$ cat config.mk
export PLATFORM = sky130hd
export DESIGN_NAME = dct_seq_ctrl_flat
export DESIGN_NICKNAME = d
export VERILOG_FILES = /design/src/rtl/dct_seq_pkg.sv /design/src/rtl/dct_seq_ctrl_if.sv /design/src/rtl/dct_seq_ctrl.sv /design/src/flat_wrapper.sv
export SDC_FILE = /design/constraint.sdc
export NUM_CORES = 1
export LEC_CHECK = 0
export ABC_AREA = 1
export BUFFER_PORTS_ARGS = -buffer_cell sky130_fd_sc_hd__buf_2
export CAP_MARGIN = 20
export CORE_MARGIN = 1.5
export CORE_UTILIZATION = 31
export CTS_CLUSTER_SIZE = 25
export DETAILED_ROUTE_END_ITERATION = 10
export HOLD_SLACK_MARGIN = 0.02
export MAX_ROUTING_LAYER = met4
export PLACE_DENSITY = 0.8
export SYNTH_ARGS = -nofsm -noshare
export SYNTH_HDL_FRONTEND = slang
export SYNTH_SLANG_ARGS = --single-unit
$ cat constraint.sdc
create_clock -name clk -period 1.3 [get_ports clk]
set_clock_uncertainty 0.05 [all_clocks]
set_input_delay 0.065 -clock clk [delete_from_list [all_inputs] [get_ports clk]]
set_output_delay 0.065 -clock clk [all_outputs]
set_load 0.05 [all_outputs]
$ cat src/rtl/dct_seq_pkg.sv
// ============================================================================
// Module      : dct_seq_pkg
// Description : Shared constants and state encoding for the DCT sequencer.
// Revision    : 1.0 - initial release
// ============================================================================
`default_nettype none

package dct_seq_pkg;

    localparam int N_PTS    = 8;
    localparam int IDX_W    = $clog2(N_PTS);
    localparam int PIPE_STG = 6;
    localparam int STG_W    = $clog2(PIPE_STG);
    localparam int COEF_W   = 40;
    localparam int CNT_W    = 16;
    localparam int SMP_W    = 8;

    localparam logic [IDX_W-1:0] IDX_LAST = IDX_W'(N_PTS - 1);
    localparam logic [STG_W-1:0] STG_LAST = STG_W'(PIPE_STG - 1);

    typedef enum logic [2:0] {
        ST_INIT  = 3'd0,
        ST_LOAD  = 3'd1,
        ST_STAGE = 3'd2,
        ST_SCALE = 3'd3,
        ST_SIGN  = 3'd4,
        ST_READ  = 3'd5
    } state_t;

endpackage

`default_nettype wire

$ cat src/rtl/dct_seq_ctrl_if.sv
// ============================================================================
// Module      : dct_seq_ctrl_if
// Description : Sample-in and coefficient-out valid/ready streams of the
//               DCT sequencer. slave = sequencer side, master = source/sink.
// Revision    : 1.0 - initial release
// ============================================================================
`default_nettype none

interface dct_seq_ctrl_if;
    import dct_seq_pkg::*;

    logic              in_valid;
    logic              in_ready;
    logic [SMP_W-1:0]  in_data;
    logic              out_valid;
    logic              out_ready;
    logic [IDX_W-1:0]  out_idx;
    logic [COEF_W-1:0] out_coef;
    logic              out_neg;

    modport master (
        output in_valid, in_data, out_ready,
        input  in_ready, out_valid, out_idx, out_coef, out_neg
    );

    modport slave (
        input  in_valid, in_data, out_ready,
        output in_ready, out_valid, out_idx, out_coef, out_neg
    );

endinterface

`default_nettype wire

$ cat src/rtl/dct_seq_ctrl.sv
// ============================================================================
// Module      : dct_seq_ctrl
// Description : Block sequencer for the 8-point DCT datapath: clear, load 8
//               samples, flush pipeline, scale, sign-convert, stream out.
//               Optional macro DCT_SEQ_CYCCNT_EN adds the blk_cycles counter.
// Revision    : 1.0 - initial release
// ============================================================================
`default_nettype none

module dct_seq_ctrl
    import dct_seq_pkg::*;
(
    input  wire logic              clk,
    input  wire logic              rst_n,
    input  wire logic              soft_clr,
    dct_seq_ctrl_if.slave          strm,
    output logic                   dp_clr,
    output logic                   dp_ld_en,
    output logic [IDX_W-1:0]       dp_ld_idx,
    output logic [SMP_W-1:0]       dp_ld_data,
    output logic                   dp_stage_en,
    output logic                   dp_scale_en,
    output logic                   dp_sign_en,
    output logic [IDX_W-1:0]       dp_rd_idx,
    input  wire logic [COEF_W-1:0] dp_coef,
    input  wire logic              dp_neg,
    output logic                   busy,
`ifdef DCT_SEQ_CYCCNT_EN
    output logic [CNT_W-1:0]       blk_cycles,
`endif
    output logic                   done
);

    state_t           r_state, w_state_nxt;
    logic [IDX_W-1:0] r_idx,   w_idx_nxt;
    logic [STG_W-1:0] r_stg,   w_stg_nxt;
    logic             r_done,  w_done_nxt;

    logic w_in_ready;
    logic w_out_valid;
    logic w_clr;
    logic w_stage;
    logic w_scale;
    logic w_sign;
    logic w_ld_beat;

    always_ff @(posedge clk or negedge rst_n) begin
        if (!rst_n) begin
            r_state <= ST_INIT;
            r_idx   <= '0;
            r_stg   <= '0;
            r_done  <= 1'b0;
        end else begin
            r_state <= w_state_nxt;
            r_idx   <= w_idx_nxt;
            r_stg   <= w_stg_nxt;
            r_done  <= w_done_nxt;
        end
    end

    always_comb begin
        w_state_nxt = r_state;
        w_idx_nxt   = r_idx;
        w_stg_nxt   = r_stg;
        w_done_nxt  = 1'b0;
        w_in_ready  = 1'b0;
        w_out_valid = 1'b0;
        w_clr       = 1'b0;
        w_stage     = 1'b0;
        w_scale     = 1'b0;
        w_sign      = 1'b0;

        case (r_state)
            ST_INIT: begin
                w_clr       = 1'b1;
                w_idx_nxt   = '0;
                w_state_nxt = ST_LOAD;
            end
            ST_LOAD: begin
                w_in_ready = 1'b1;
                if (strm.in_valid) begin
                    if (r_idx == IDX_LAST) begin
                        w_idx_nxt   = '0;
                        w_stg_nxt   = '0;
                        w_state_nxt = ST_STAGE;
                    end else begin
                        w_idx_nxt = r_idx + 1'b1;
                    end
                end
            end
            ST_STAGE: begin
                w_stage = 1'b1;
                if (r_stg == STG_LAST) begin
                    w_stg_nxt   = '0;
                    w_state_nxt = ST_SCALE;
                end else begin
                    w_stg_nxt = r_stg + 1'b1;
                end
            end
            ST_SCALE: begin
                w_scale     = 1'b1;
                w_state_nxt = ST_SIGN;
            end
            ST_SIGN: begin
                w_sign      = 1'b1;
                w_idx_nxt   = '0;
                w_state_nxt = ST_READ;
            end
            ST_READ: begin
                w_out_valid = 1'b1;
                if (strm.out_ready) begin
                    if (r_idx == IDX_LAST) begin
                        w_done_nxt  = 1'b1;
                        w_idx_nxt   = '0;
                        w_state_nxt = ST_INIT;
                    end else begin
                        w_idx_nxt = r_idx + 1'b1;
                    end
                end
            end
            default: begin
                w_state_nxt = ST_INIT;
            end
        endcase

        // Abort masks both handshakes so nothing is consumed in this cycle.
        if (soft_clr) begin
            w_in_ready  = 1'b0;
            w_out_valid = 1'b0;
            w_state_nxt = ST_INIT;
            w_idx_nxt   = '0;
            w_stg_nxt   = '0;
            w_done_nxt  = 1'b0;
        end
    end

    assign w_ld_beat = w_in_ready & strm.in_valid;

    assign strm.in_ready  = w_in_ready;
    assign strm.out_valid = w_out_valid;
    assign strm.out_idx   = r_idx;
    assign strm.out_coef  = dp_coef;
    assign strm.out_neg   = dp_neg;

    assign dp_clr      = w_clr;
    assign dp_ld_en    = w_ld_beat;
    assign dp_ld_idx   = r_idx;
    assign dp_ld_data  = w_ld_beat ? strm.in_data : '0;
    assign dp_stage_en = w_stage;
    assign dp_scale_en = w_scale;
    assign dp_sign_en  = w_sign;
    assign dp_rd_idx   = r_idx;
    // Idle means waiting for the first sample; forced low while in reset.
    assign busy        = rst_n & ~((r_state == ST_LOAD) && (r_idx == '0));
    assign done        = r_done;

`ifdef DCT_SEQ_CYCCNT_EN
    logic [CNT_W-1:0] r_cnt;
    logic [CNT_W-1:0] r_blk;
    logic [CNT_W-1:0] w_cnt_inc;
    logic             w_first_beat;
    logic             w_running;

    assign w_first_beat = w_ld_beat && (r_idx == '0);
    assign w_running    = !((r_state == ST_INIT) ||
                            ((r_state == ST_LOAD) && (r_idx == '0)));
    assign w_cnt_inc    = (&r_cnt) ? r_cnt : r_cnt + 1'b1;

    // The counter value already includes every cycle before the current
    // one, so the last output beat is added at capture time.
    always_ff @(posedge clk or negedge rst_n) begin
        if (!rst_n) begin
            r_cnt <= '0;
            r_blk <= '0;
        end else if (soft_clr) begin
            r_cnt <= '0;
            r_blk <= '0;
        end else begin
            if (w_first_beat) begin
                r_cnt <= CNT_W'(1);
            end else if (w_running) begin
                r_cnt <= w_cnt_inc;
            end
            if (w_done_nxt) begin
                r_blk <= w_cnt_inc;
            end
        end
    end

    assign blk_cycles = r_blk;
`endif

endmodule

`default_nettype wire

$ cat src/flat_wrapper.sv
// flat-port wrapper written by rule: the top's interface ports become plain ports
module dct_seq_ctrl_flat import dct_seq_pkg::*;
  (clk, rst_n, soft_clr, dp_clr, dp_ld_en, dp_ld_idx, dp_ld_data, dp_stage_en, dp_scale_en, dp_sign_en, dp_rd_idx, dp_coef, dp_neg, busy, done, strm_in_valid, strm_in_data, strm_out_ready, strm_in_ready, strm_out_valid, strm_out_idx, strm_out_coef, strm_out_neg);
  dct_seq_ctrl_if strm_i ();
  input  wire logic clk;
  input  wire logic rst_n;
  input  wire logic soft_clr;
  output logic dp_clr;
  output logic dp_ld_en;
  output logic [IDX_W-1:0] dp_ld_idx;
  output logic [SMP_W-1:0] dp_ld_data;
  output logic dp_stage_en;
  output logic dp_scale_en;
  output logic dp_sign_en;
  output logic [IDX_W-1:0] dp_rd_idx;
  input  wire logic [COEF_W-1:0] dp_coef;
  input  wire logic dp_neg;
  output logic busy;
  output logic done;
  input wire logic [$bits(strm_i.in_valid)-1:0] strm_in_valid;
  input wire logic [$bits(strm_i.in_data)-1:0] strm_in_data;
  input wire logic [$bits(strm_i.out_ready)-1:0] strm_out_ready;
  output wire logic [$bits(strm_i.in_ready)-1:0] strm_in_ready;
  output wire logic [$bits(strm_i.out_valid)-1:0] strm_out_valid;
  output wire logic [$bits(strm_i.out_idx)-1:0] strm_out_idx;
  output wire logic [$bits(strm_i.out_coef)-1:0] strm_out_coef;
  output wire logic [$bits(strm_i.out_neg)-1:0] strm_out_neg;
  assign strm_i.in_valid = strm_in_valid;
  assign strm_i.in_data = strm_in_data;
  assign strm_i.out_ready = strm_out_ready;
  assign strm_in_ready = strm_i.in_ready;
  assign strm_out_valid = strm_i.out_valid;
  assign strm_out_idx = strm_i.out_idx;
  assign strm_out_coef = strm_i.out_coef;
  assign strm_out_neg = strm_i.out_neg;
  dct_seq_ctrl u_core (.clk(clk), .rst_n(rst_n), .soft_clr(soft_clr), .strm(strm_i), .dp_clr(dp_clr), .dp_ld_en(dp_ld_en), .dp_ld_idx(dp_ld_idx), .dp_ld_data(dp_ld_data), .dp_stage_en(dp_stage_en), .dp_scale_en(dp_scale_en), .dp_sign_en(dp_sign_en), .dp_rd_idx(dp_rd_idx), .dp_coef(dp_coef), .dp_neg(dp_neg), .busy(busy), .done(done));
endmodule
==> out/results.ini <==
[yosys]
synth_area_mm2=0.00111
synth_compound_area_share_pct=3.27
combinational_family_with_the_most_area_after_synthesis=buffers and inverters
post_synth_num_cell_types=18
muxShareOfSynthArea_pct=0
synthCells=160
synth_nets=217
avg_inst_size_synth_um2=6.93
synth_seq_area_share_pct=22.6
synthXorXnorAreaFrac_pct=0.790
synth_seq_cells=10
synthSimpleGateAreaFrac_pct=29.3
synth_warnings=0
synth_adder_area_share_pct=3.39

[cells_and_area]
post_route_cells_drive_above_1_share_pct=66.5
finalNetCount=249
antenna_diode_count=0
area.growth.synth_to_final_pct=60.9
post_layout_utilization_of_the_core_pct=52.6
postLayoutCellArea_mm2=0.00178
fin_cells=237
final.fill_count=279

[die]
dieArea_mm2=0.00394
ios=121
placement_rows=21
floorplan.core_area_mm2=0.00339
initial_cell_density_of_the_core_pct=32.7
die_height_um=62.8
fp.dieW_um=62.8

[timing]
final-hold-violation-count=0
timing.final.max_slew_violations=0
timing.hold.ws_ns=0.0800
setup_tns_ns=-5.14
worst_slack_ns=-0.333
post-route-min-period_ns=1.63
rsz_0062_raised_after_global_routing=yes
setup-violations-final=25
final.period_utilization_pct=126
worst_pin_slew_ns=0.238
max_clock_freq_mhz=612
worst_slew_margin_rel_pct=84.0

[setup_path]
path_class=reg2out
reg2reg_slack_ns=-0.12
cp_cell_sequence=inv_2, nor2_4, nand3_4, nor2_4, inv_6, nor2_4, buf_8
crit_path_start_kind=flip-flop
worst_ep_required_time_ns=1.19
kind_of_end_point_of_the_critical_path=output pin
slowest_delay_ns=0.40
timing.critical_path.fanout_max=8
cp_common_cell=sky130_fd_sc_hd__nor2_4
critical-path-slowest-cell=sky130_fd_sc_hd__dfrtp_1
worst-endpoint-arrival_ns=1.52

[cts]
clock_sinks=10
cts_htree_levels=1
clk_pin_slew_worst_paths_ns=0.07
num_cts_buffers=3
worst_skew_pair.late_latency_ns=0.28
root_buffer=sky130_fd_sc_hd__clkbuf_4
cts_tree=done
clock_path_buffers=2

[power]
power-per-cell-area_mw_per_mm2=1800
ir_worst_vdd_uv=480
power.static_leakage_nw=0.891
share_seq_of_total_power_pct=13.9
p_comb_share_pct=77.0
switching_share_of_power_pct=50.6
pwr-share-clk_pct=9.2
internal_power_mw=1.59
post-layout-total-power_mw=3.22
switchingPower_mw=1.63

[flow_run]
timing.max_cap.violations=0

[run_status]
violated_checks=negative setup slack
run_status=finished, violations left

[grt]
grt_first_pass_wirelength_mm=4.82
grt_antenna_before_repair=0
grt_usage_pct=15.9
via_count_of_the_first_global_routing_pass=1035
grt_max_degree=11
grt.overflow.total=0

[route]
route.detailed.wl_per_inst_um=14.6
postRouteAntennaNets=0
drt_pass1_iterations=4
vias=1098
post-route-drc-count=0
drt-initial-drc-count=43
vias_per_cell=4.63
wirelength_mm=3.45

[placed_design]
final_gp_congestion=0.897
post-place-cells=216
placed_cell_area_mm2=0.00127
dp_worst_setup_slack_ns=-0.0779
post-dp-hpwl_mm=1.89
portBuffers=38

[min_path]
holdCritPathClass=in2out

## registers in the layout, summed over array words and instances (netlist names)
signal	cells
u_core.done	1
u_core.dp_ld_idx	3
u_core.r_state	3
u_core.r_stg	3
## per-layer routing
| metal | part of all wire [%] | track usage, % |
|---|---|---|
| met5 | 0 | - |
| met4 | 2.6 | 6.11 |
| met3 | 6.2 | 4.68 |
| met2 | 55 | 28.8 |
| met1 | 36 | 16.0 |
## critical path, delay by kind of cell (launching register included)
family                 cells  cell delay [ns]
and+or+nand+nor            4             0.51
DFF                        1             0.40
buffers and inverters      3             0.33
## Yosys cell counts, drive strengths merged
| cell | count | area share [%] |
|---|---|---|
| nand2 | 23 | 7.8 |
| inv | 26 | 8.8 |
| nor3 | 1 | 0.45 |
| nor2 | 24 | 10 |
| nand3 | 12 | 6.8 |
| buf | 47 | 32 |
| o31ai | 1 | 0.68 |
| o31a | 1 | 0.79 |
| nand4 | 7 | 4.0 |
| ha | 3 | 3.4 |
| xor2 | 1 | 0.79 |
| a21oi | 1 | 0.45 |
| o21ai | 3 | 1.4 |
| dfrtp | 10 | 23 |
## layout by cell type (no fill, tap or decap), drive strengths merged
cell type / instances
nand4: 7
nor3: 1
clkinvlp: 1
inv: 25
o31ai: 1
clkbuf: 4
buf: 72
nand3: 12
dlygate4sd3: 2
o31a: 1
xor2: 1
o21ai: 3
a21oi: 1
nand2: 23
dfrtp: 10
nor2: 24
ha: 3
## worst paths after layout
| check | startpoint | end | cells past startpoint |
|---|---|---|---|
| worst max-delay path | u_core.r_state[0] | dp_ld_data[2] | 7 |
| worst min-delay path | dp_coef[10] | strm_out_coef[10] | 0 |
| worst max register to register | u_core.dp_ld_idx[0] | u_core.r_state[2] | 8 |
| worst min register to register | u_core.r_stg[0] | u_core.r_stg[0] | 1 |
| max in group asynchronous | rst_n | u_core.dp_ld_idx[1] | 3 |
| min in group asynchronous | rst_n | u_core.dp_ld_idx[2] | 3 |
## what timing repair did
item,4_1_cts,5_1_grt
setup endpoints to repair,20,28
hold endpoints to repair,11,0
pin swaps,15,12
gates resized for setup,69,30
setup buffers,11,9
hold buffers,2,0
## layout make-up
class	instances	area (um2)	area share, %
sequential	10	255	14.3
clock buffer	4	36.3	2.03
multi-input combinational	77	668	37.4
tap	46	57.6	3.23
timing repair buffer	74	656	36.7
inverter	26	111	6.24
## power groups by stage
stage	logic (mW)	registers, mW	clock network [mW]
2_1_floorplan	1.34	0.502	0
3_5_place_dp	1.54	0.443	0
4_1_cts	2.13	0.435	0.295
5_1_grt	2.59	0.450	0.307
6_report	2.47	0.446	0.294
3_3_place_gp	1.53	0.441	0
## cells by family (layout without fill, tap and decap cells)
logic type | count (synthesis) | after routing
xor gates and xnor gates | 1 | 1
and+or+nand+nor | 67 | 67
AOI/OAI and AO/OA | 6 | 6
buffers and inverters | 73 | 104
DFF | 10 | 10
adders and majority gates | 3 | 3
Note: power is estimated with default switching activity, not from simulation.
